[src/rtl/cpu_session_ctrl.sv]
`timescale 1ns/1ps
`default_nettype none
// ============================================================================
// Module   : cpu_session_ctrl
// Brief    : Session sequencer for main_CPU. Loads the instruction and data
//            memories from a valid/ready stream while the CPU is held in
//            reset, runs the CPU under an optional cycle timeout, then
//            streams a window of data memory out on a valid/ready port.
// Revision : 1.0 - initial release
// ============================================================================
module cpu_session_ctrl #(
   parameter int ADDR_W = 10,
   parameter int DATA_W = 32,
   parameter int TMO_W  = 24
) (
   input  logic              clk,
   input  logic              rst,
   input  logic              start,
   input  logic [ADDR_W:0]   ins_count,
   input  logic [ADDR_W:0]   data_count,
   input  logic [ADDR_W-1:0] dump_base,
   input  logic [ADDR_W:0]   dump_count,
   input  logic [TMO_W-1:0]  timeout,
   input  logic              s_valid,
   output logic              s_ready,
   input  logic [DATA_W-1:0] s_data,
   output logic              m_valid,
   input  logic              m_ready,
   output logic [DATA_W-1:0] m_data,
   output logic              cpu_rst,
   output logic              cpu_we_ins,
   output logic              cpu_we_data,
   output logic [ADDR_W-1:0] cpu_add_ins,
   output logic [ADDR_W-1:0] cpu_add_data,
   output logic [DATA_W-1:0] cpu_input_ins,
   output logic [DATA_W-1:0] cpu_input_data,
   input  logic              cpu_done,
   input  logic [DATA_W-1:0] cpu_out,
   output logic              busy,
   output logic              timed_out,
   output logic [TMO_W-1:0]  run_cycles
);

   typedef enum logic [2:0] {
      IDLE   = 3'd0,
      LOAD_I = 3'd1,
      LOAD_D = 3'd2,
      RUN    = 3'd3,
      DUMP   = 3'd4
   } state_t;

   localparam logic [ADDR_W:0]  c_MAX_WORDS = {1'b1, {ADDR_W{1'b0}}};
   localparam logic [ADDR_W:0]  c_CNT_ONE   = {{ADDR_W{1'b0}}, 1'b1};
   localparam logic [TMO_W-1:0] c_TMO_ONE   = {{(TMO_W-1){1'b0}}, 1'b1};

   state_t            r_state;
   state_t            w_state_nxt;
   logic [ADDR_W:0]   r_ins_cnt;
   logic [ADDR_W:0]   r_data_cnt;
   logic [ADDR_W:0]   r_dump_cnt;
   logic [ADDR_W-1:0] r_dump_base;
   logic [TMO_W-1:0]  r_timeout;
   logic [ADDR_W:0]   r_idx;
   logic [ADDR_W:0]   r_rd_idx;
   logic [TMO_W-1:0]  r_run_cycles;
   logic              r_timed_out;
   logic              r_m_valid;
   logic [DATA_W-1:0] r_m_data;

   logic [ADDR_W:0]   w_ins_cl;
   logic [ADDR_W:0]   w_data_cl;
   logic [ADDR_W:0]   w_dump_cl;
   logic [ADDR_W:0]   w_idx_inc;
   logic [TMO_W-1:0]  w_run_inc;
   logic              w_last_i;
   logic              w_last_d;
   logic              w_tmo_hit;
   logic              w_words_left;
   logic              w_m_accept;
   logic              w_m_load;

   // Word counts above the memory depth are limited to the full memory.
   function automatic logic [ADDR_W:0] clamp_cnt(input logic [ADDR_W:0] v);
      return (v > c_MAX_WORDS) ? c_MAX_WORDS : v;
   endfunction

   assign w_ins_cl     = clamp_cnt(ins_count);
   assign w_data_cl    = clamp_cnt(data_count);
   assign w_dump_cl    = clamp_cnt(dump_count);
   assign w_idx_inc    = r_idx + c_CNT_ONE;
   assign w_last_i     = (w_idx_inc == r_ins_cnt);
   assign w_last_d     = (w_idx_inc == r_data_cnt);
   assign w_run_inc    = r_run_cycles + c_TMO_ONE;
   // Fires in the cycle that completes the timeout-th RUN cycle.
   assign w_tmo_hit    = (r_timeout != '0) && (w_run_inc == r_timeout);
   assign w_words_left = (r_rd_idx != r_dump_cnt);
   assign w_m_accept   = r_m_valid && m_ready;
   // Refill the output register whenever it is empty or being drained.
   assign w_m_load     = (r_state == DUMP) && w_words_left && (!r_m_valid || m_ready);

   assign busy       = (r_state != IDLE);
   assign cpu_rst    = rst || (r_state == IDLE) || (r_state == LOAD_I) || (r_state == LOAD_D);
   assign m_valid    = r_m_valid;
   assign m_data     = r_m_data;
   assign timed_out  = r_timed_out;
   assign run_cycles = r_run_cycles;

   // State register.
   always_ff @(posedge clk or posedge rst) begin
      if (rst) r_state <= IDLE;
      else     r_state <= w_state_nxt;
   end

   // Next-state decode and the memory-port / load-stream outputs.
   always_comb begin
      w_state_nxt    = r_state;
      s_ready        = 1'b0;
      cpu_we_ins     = 1'b0;
      cpu_add_ins    = '0;
      cpu_input_ins  = '0;
      cpu_we_data    = 1'b0;
      cpu_add_data   = '0;
      cpu_input_data = '0;
      case (r_state)
         IDLE: begin
            if (start) begin
               if (w_ins_cl != '0)       w_state_nxt = LOAD_I;
               else if (w_data_cl != '0) w_state_nxt = LOAD_D;
               else                      w_state_nxt = RUN;
            end
         end
         LOAD_I: begin
            s_ready       = 1'b1;
            cpu_we_ins    = s_valid;
            cpu_add_ins   = r_idx[ADDR_W-1:0];
            cpu_input_ins = s_data;
            if (s_valid && w_last_i)
               w_state_nxt = (r_data_cnt != '0) ? LOAD_D : RUN;
         end
         LOAD_D: begin
            s_ready        = 1'b1;
            cpu_we_data    = s_valid;
            cpu_add_data   = r_idx[ADDR_W-1:0];
            cpu_input_data = s_data;
            if (s_valid && w_last_d)
               w_state_nxt = RUN;
         end
         RUN: begin
            cpu_add_data = r_dump_base;
            if (cpu_done)
               w_state_nxt = (r_dump_cnt != '0) ? DUMP : IDLE;
            else if (w_tmo_hit)
               w_state_nxt = IDLE;
         end
         DUMP: begin
            // Address arithmetic is ADDR_W wide, so the window wraps past the top.
            cpu_add_data = r_dump_base + r_rd_idx[ADDR_W-1:0];
            if (w_m_accept && !w_words_left)
               w_state_nxt = IDLE;
         end
         default: w_state_nxt = IDLE;
      endcase
   end

   // Session parameters, load/dump indices, run counter and output register.
   always_ff @(posedge clk or posedge rst) begin
      if (rst) begin
         r_ins_cnt    <= '0;
         r_data_cnt   <= '0;
         r_dump_cnt   <= '0;
         r_dump_base  <= '0;
         r_timeout    <= '0;
         r_idx        <= '0;
         r_rd_idx     <= '0;
         r_run_cycles <= '0;
         r_timed_out  <= 1'b0;
         r_m_valid    <= 1'b0;
         r_m_data     <= '0;
      end else begin
         case (r_state)
            IDLE: begin
               if (start) begin
                  r_ins_cnt    <= w_ins_cl;
                  r_data_cnt   <= w_data_cl;
                  r_dump_cnt   <= w_dump_cl;
                  r_dump_base  <= dump_base;
                  r_timeout    <= timeout;
                  r_idx        <= '0;
                  r_rd_idx     <= '0;
                  r_run_cycles <= '0;
                  r_timed_out  <= 1'b0;
               end
            end
            LOAD_I: begin
               if (s_valid) r_idx <= w_last_i ? '0 : w_idx_inc;
            end
            LOAD_D: begin
               if (s_valid) r_idx <= w_last_d ? '0 : w_idx_inc;
            end
            RUN: begin
               if (r_run_cycles != '1) r_run_cycles <= w_run_inc;
               if (!cpu_done && w_tmo_hit) r_timed_out <= 1'b1;
            end
            DUMP: begin
               if (w_m_load) begin
                  r_m_data  <= cpu_out;
                  r_m_valid <= 1'b1;
                  r_rd_idx  <= r_rd_idx + c_CNT_ONE;
               end else if (w_m_accept) begin
                  r_m_valid <= 1'b0;
               end
            end
            default: ;
         endcase
      end
   end

endmodule
`default_nettype wire

[config.mk]
export PLATFORM = sky130hd
export DESIGN_NAME = cpu_session_ctrl
export DESIGN_NICKNAME = d
export VERILOG_FILES = /design/src/rtl/cpu_session_ctrl.sv
export SDC_FILE = /design/constraint.sdc
export NUM_CORES = 1
export LEC_CHECK = 0
export BUFFER_PORTS_ARGS = -buffer_cell sky130_fd_sc_hd__buf_4
export CORE_MARGIN = 2
export CORE_UTILIZATION = 47
export DETAILED_ROUTE_END_ITERATION = 10
export PLACE_DENSITY = 0.77
export SKIP_CTS_REPAIR_TIMING = 1
export SYNTH_ARGS = -nofsm -noshare
export SYNTH_HDL_FRONTEND = slang
export SYNTH_SLANG_ARGS = --single-unit
[constraint.sdc]
create_clock -name clk -period 4.8 [get_ports clk]
set_clock_uncertainty 0.05 [all_clocks]
set_input_delay 0.96 -clock clk [delete_from_list [all_inputs] [get_ports clk]]
set_output_delay 0.96 -clock clk [all_outputs]
set_load 0.02 [all_outputs]
==> run summary <==
The H-tree generated during clock tree synthesis spans 4 levels. In this run the most critical hold path is launched from r_ins_cnt[10]. The post-synthesis net count was 1194; the instance count along the most critical hold path was 2. The largest net degree at the start of global routing is 93. The run finished with clean final reports. Measured against its own limit, the worst slew margin works out to 17.0%. Derived from the worst setup path, the maximum achievable clock frequency is 246 MHz. The number of sinks on the clock net was 150; the number of design rule violations left after detail routing was 0. Cells with a size suffix above 1 make up 28.5% of the layout. Setup repair after global routing left no endpoint under its margin.

In this run the worst hold path is classified as flop to flop. The first global-routing pass estimated 43.4 mm of wire. For the total wire length after detailed routing, the log shows 27.1 mm. For the remaining antenna violation count after routing, the log shows 0.

IR analysis of the VDD net gives a maximum drop of 247 uV. The congestion estimate from routability-driven global placement came to 0.936. At the worst endpoint, the required time is 3.79 ns. Detailed placement finished with a half-perimeter wire length of 19.9 mm. Signal arrival time at the worst endpoint: 3.06 ns. The number of max-slew violations in the final report came out at 0. In this run the cell area of the synthesized design comes to 0.00910 mm^2. Among the stages of the critical path, the cell type that occurs most often is sky130_fd_sc_hd__o21ai_0.

Of all nets on the critical path, the largest fanout is 6. The post-synthesis async set-or-reset flop share is 100%, and the number of port buffers is 283. Primary flip-flop cell chosen by synthesis mapping: sky130_fd_sc_hd__dfrtp_1.

Counting flops and latches in the post-synthesis netlist gives 150. After detailed routing, the average wire length per cell comes to 17.4 um. The clock network latency to the later pin of the worst-skew pair came out at 0.44 ns. Summed over all cells, the static leakage comes to 0.00576 uW.

The region available for standard cell placement spans 0.0188 mm^2. The critical path is of the flop to output pin type. The worst register-to-register path has a depth of 9. Hold is met by 0.457 ns. Averaged over all synthesized cells, the footprint is 8.72 um^2. STA classifies the critical path startpoint as a flop. The tool flagged a number of max-cap violations equal to 0.

The routed design could run at a clock period as short as 4.07 ns. At the end of the flow the core is filled with cells to 63.6%. Setup total negative slack on the finished layout was measured at 0 ns.

The layout has 1627 filler cells. The worst hold path endpoint was r_ins_cnt[10]. For this design, the slowest cell found on the critical path is sky130_fd_sc_hd__dfrtp_1. The first detailed-routing pass took 5 iterations. Sequential cell area fraction in the yosys report: 41.3%. Timing analysis after detailed placement gives a worst setup slack of 1.02 ns. In the final design database the tool counted 1438 nets.

The run gives 1044 as the count of mapped cells out of synthesis. During synthesis, Yosys emitted a total of 0 warnings. The initial antenna violation count was 0; the final-report hold violation count was 0.

The longest clock path from root to sink contains 2 buffers. The endpoint of the worst register-to-register path is r_idx[0]. The run gives 0.0120 mm^2 as the final design area excluding fillers. The netlist uses 63 different library cells. The worst setup path is captured at an output pin. Dividing total power by cell area gives a power density of 290 mW/mm^2. The synthesized design contains 0 enable-type register cells. From bottom edge to top edge, the die measures 143 um. The tools report the aggregate global-route resource usage as 26.8%.

Counting the buffers created by CTS gives 17. In this run, the number of DRC markers left after iteration 0 of detailed routing was 507. The routed layout has 8710 vias. The final cycle utilization of the critical path is 84.8%, and the count of standard-cell rows is 50. Setup slack on the worst reg-to-reg path comes out at 0.91 ns. The number of global-route vias before repair was 8399. The transition time at the pin with the least slew margin was 1.24 ns; the clock-pin slew on the worst setup and hold paths was 0.07 ns.

Die span in x: 143 um. 0 antenna diodes ended up in the layout. TritonCTS built the clock tree.

The tools report the smallest setup slack after layout as 0.727 ns. The worst register-to-register path begins at r_idx[0]. Once the floorplan was initialized, standard cells occupied 48.3% of the core.

Walking the worst path, the cells encountered are ha_1 -> inv_1 -> fa_1 -> nor2b_1 -> o21ai_0 -> a21oi_1 -> o21ai_0 -> a21boi_0 -> o21a_1 -> nor3_1 -> o32ai_1 -> buf_4. For this run, the slowest stage of the critical path takes 0.46 ns. The post-detailed-route via-to-cell ratio is 5.58. Setup violations remaining at the end of the flow were counted as 0.

The run gives 0.0205 mm^2 as the area of the die. CTS placed an instance of sky130_fd_sc_hd__clkbuf_16 at the clock tree root. After global routing the overflow that remains totals 0. The run gives 284 as the number of top-level pins. The area growth from synthesis to layout is 31.6%. The placed instances occupy a cell area of 0.0114 mm^2.
registers in the layout, summed over array words and instances, names as in the netlist:
| name | cells |
|---|---|
| m_data | 32 |
| m_valid | 1 |
| r_data_cnt | 11 |
| r_dump_base | 10 |
| r_dump_cnt | 11 |
| r_idx | 11 |
| r_ins_cnt | 11 |
| r_rd_idx | 11 |
| r_state | 3 |
| r_timeout | 24 |
| run_cycles | 24 |
| timed_out | 1 |
placed cells by master, fill, tap and decap left out, types with 28 or more instances in the layout:
cell	count
sky130_fd_sc_hd__nand2_1	189
sky130_fd_sc_hd__a21oi_1	31
sky130_fd_sc_hd__mux2_2	33
sky130_fd_sc_hd__o21ai_0	51
sky130_fd_sc_hd__nand3_1	36
sky130_fd_sc_hd__and2_1	75
sky130_fd_sc_hd__xor2_1	31
sky130_fd_sc_hd__nor2_1	50
sky130_fd_sc_hd__xnor2_1	47
sky130_fd_sc_hd__dfrtp_1	150
sky130_fd_sc_hd__buf_4	292
sky130_fd_sc_hd__nor4_1	28
final cells by class:
| type | instances | area [um^2] | area share, % |
|---|---|---|---|
| Clock inverter | 15 | 160 | 1.34 |
| Inverter | 28 | 109 | 0.909 |
| Sequential cell | 150 | 3750 | 31.3 |
| Timing Repair Buffer | 293 | 2210 | 18.5 |
| Multi-Input combinational cell | 798 | 4990 | 41.7 |
| Tap cell | 260 | 325 | 2.72 |
| Clock buffer | 17 | 425 | 3.55 |
Yosys cell counts (7+ instances only):
master                     instances  area share, %
sky130_fd_sc_hd__a21o_1            8           0.66
sky130_fd_sc_hd__a21oi_1          31            1.7
sky130_fd_sc_hd__a22o_1           17            1.6
sky130_fd_sc_hd__a31oi_1           8           0.55
sky130_fd_sc_hd__and2_1           76            5.2
sky130_fd_sc_hd__and3_1           12           0.83
sky130_fd_sc_hd__clkbuf_1         58            2.4
sky130_fd_sc_hd__dfrtp_1         150             41
sky130_fd_sc_hd__ha_1             12            1.7
sky130_fd_sc_hd__inv_1            28            1.2
sky130_fd_sc_hd__mux2_2           33            4.1
sky130_fd_sc_hd__mux2i_1          12            1.3
sky130_fd_sc_hd__nand2_1         190            7.8
sky130_fd_sc_hd__nand3_1          36            2.0
sky130_fd_sc_hd__nand3b_1         20            1.7
sky130_fd_sc_hd__nand4_1          14           0.96
sky130_fd_sc_hd__nor2_1           51            2.1
sky130_fd_sc_hd__nor3_1           18           0.99
sky130_fd_sc_hd__nor4_1           28            1.9
sky130_fd_sc_hd__o21ai_0          51            2.8
sky130_fd_sc_hd__o22ai_1           7           0.48
sky130_fd_sc_hd__o31ai_1           9           0.74
sky130_fd_sc_hd__or3_1             9           0.62
sky130_fd_sc_hd__xnor2_1          47            4.5
sky130_fd_sc_hd__xor2_1           31            3.0
worst max-delay path by stage:
| stage | start | to | cells past startpoint |
|---|---|---|---|
| finish | r_rd_idx[0] | cpu_add_data[8] | 12 |
| floorplan | r_rd_idx[0] | cpu_add_data[8] | 11 |
| global placement | r_idx[0] | r_idx[0] | 9 |
| detailed placement | r_idx[0] | r_idx[0] | 9 |
| global route | r_rd_idx[0] | cpu_add_data[8] | 12 |
| CTS | r_rd_idx[0] | cpu_add_data[8] | 12 |
cells by family (layout without fill, tap and decap cells):
kind of cell / Yosys count / in the layout / synth area share, %
xor gates and xnor gates: 80 / 80 / 8.03
and+or+nand+nor: 486 / 486 / 26.7
muxes: 45 / 45 / 5.40
buffers and inverters: 96 / 353 / 4.04
DFF: 150 / 150 / 41.3
adders and majority gates: 14 / 14 / 1.98
AOI/OAI and AO/OA: 173 / 173 / 12.6
per-stage QoR:
step | instances | power (uW)
2_1_floorplan | 1044 | 1850
3_3_place_gp | 1529 | 2160
3_5_place_dp | 1529 | 2170
4_1_cts | 1561 | 3490
5_1_grt | 1561 | 3630
6_report | 1561 | 3470
routing by layer:
metal / part of all wire, % / global-route usage, % / vias to the layer above
met5: 0 / 0 / -
met4: 2.5 / 9.64 / 0
met3: 8.6 / 6.87 / 59
met2: 48 / 43.3 / 402
met1: 41 / 34.8 / 4122
li1: - / - / 4127
critical path, delay by kind of cell, from the launching register on:
family | cells | cell delay, ns
AO/OA/AOI/OAI | 6 | 1.15
adder cells (fa/ha/maj) | 2 | 0.62
flip-flops | 1 | 0.46
buffers and inverters | 2 | 0.24
AND/OR/NAND/NOR | 2 | 0.17
report_power, final:
group	switching, uW	leakage [uW]	internal [uW]
Clock	624	0.000282	696
Combinational	359	0.00364	349
Sequential	107	0.00184	1330
Total	1090	0.00576	2380
No activity file was read; power rests on OpenSTA's default activity.
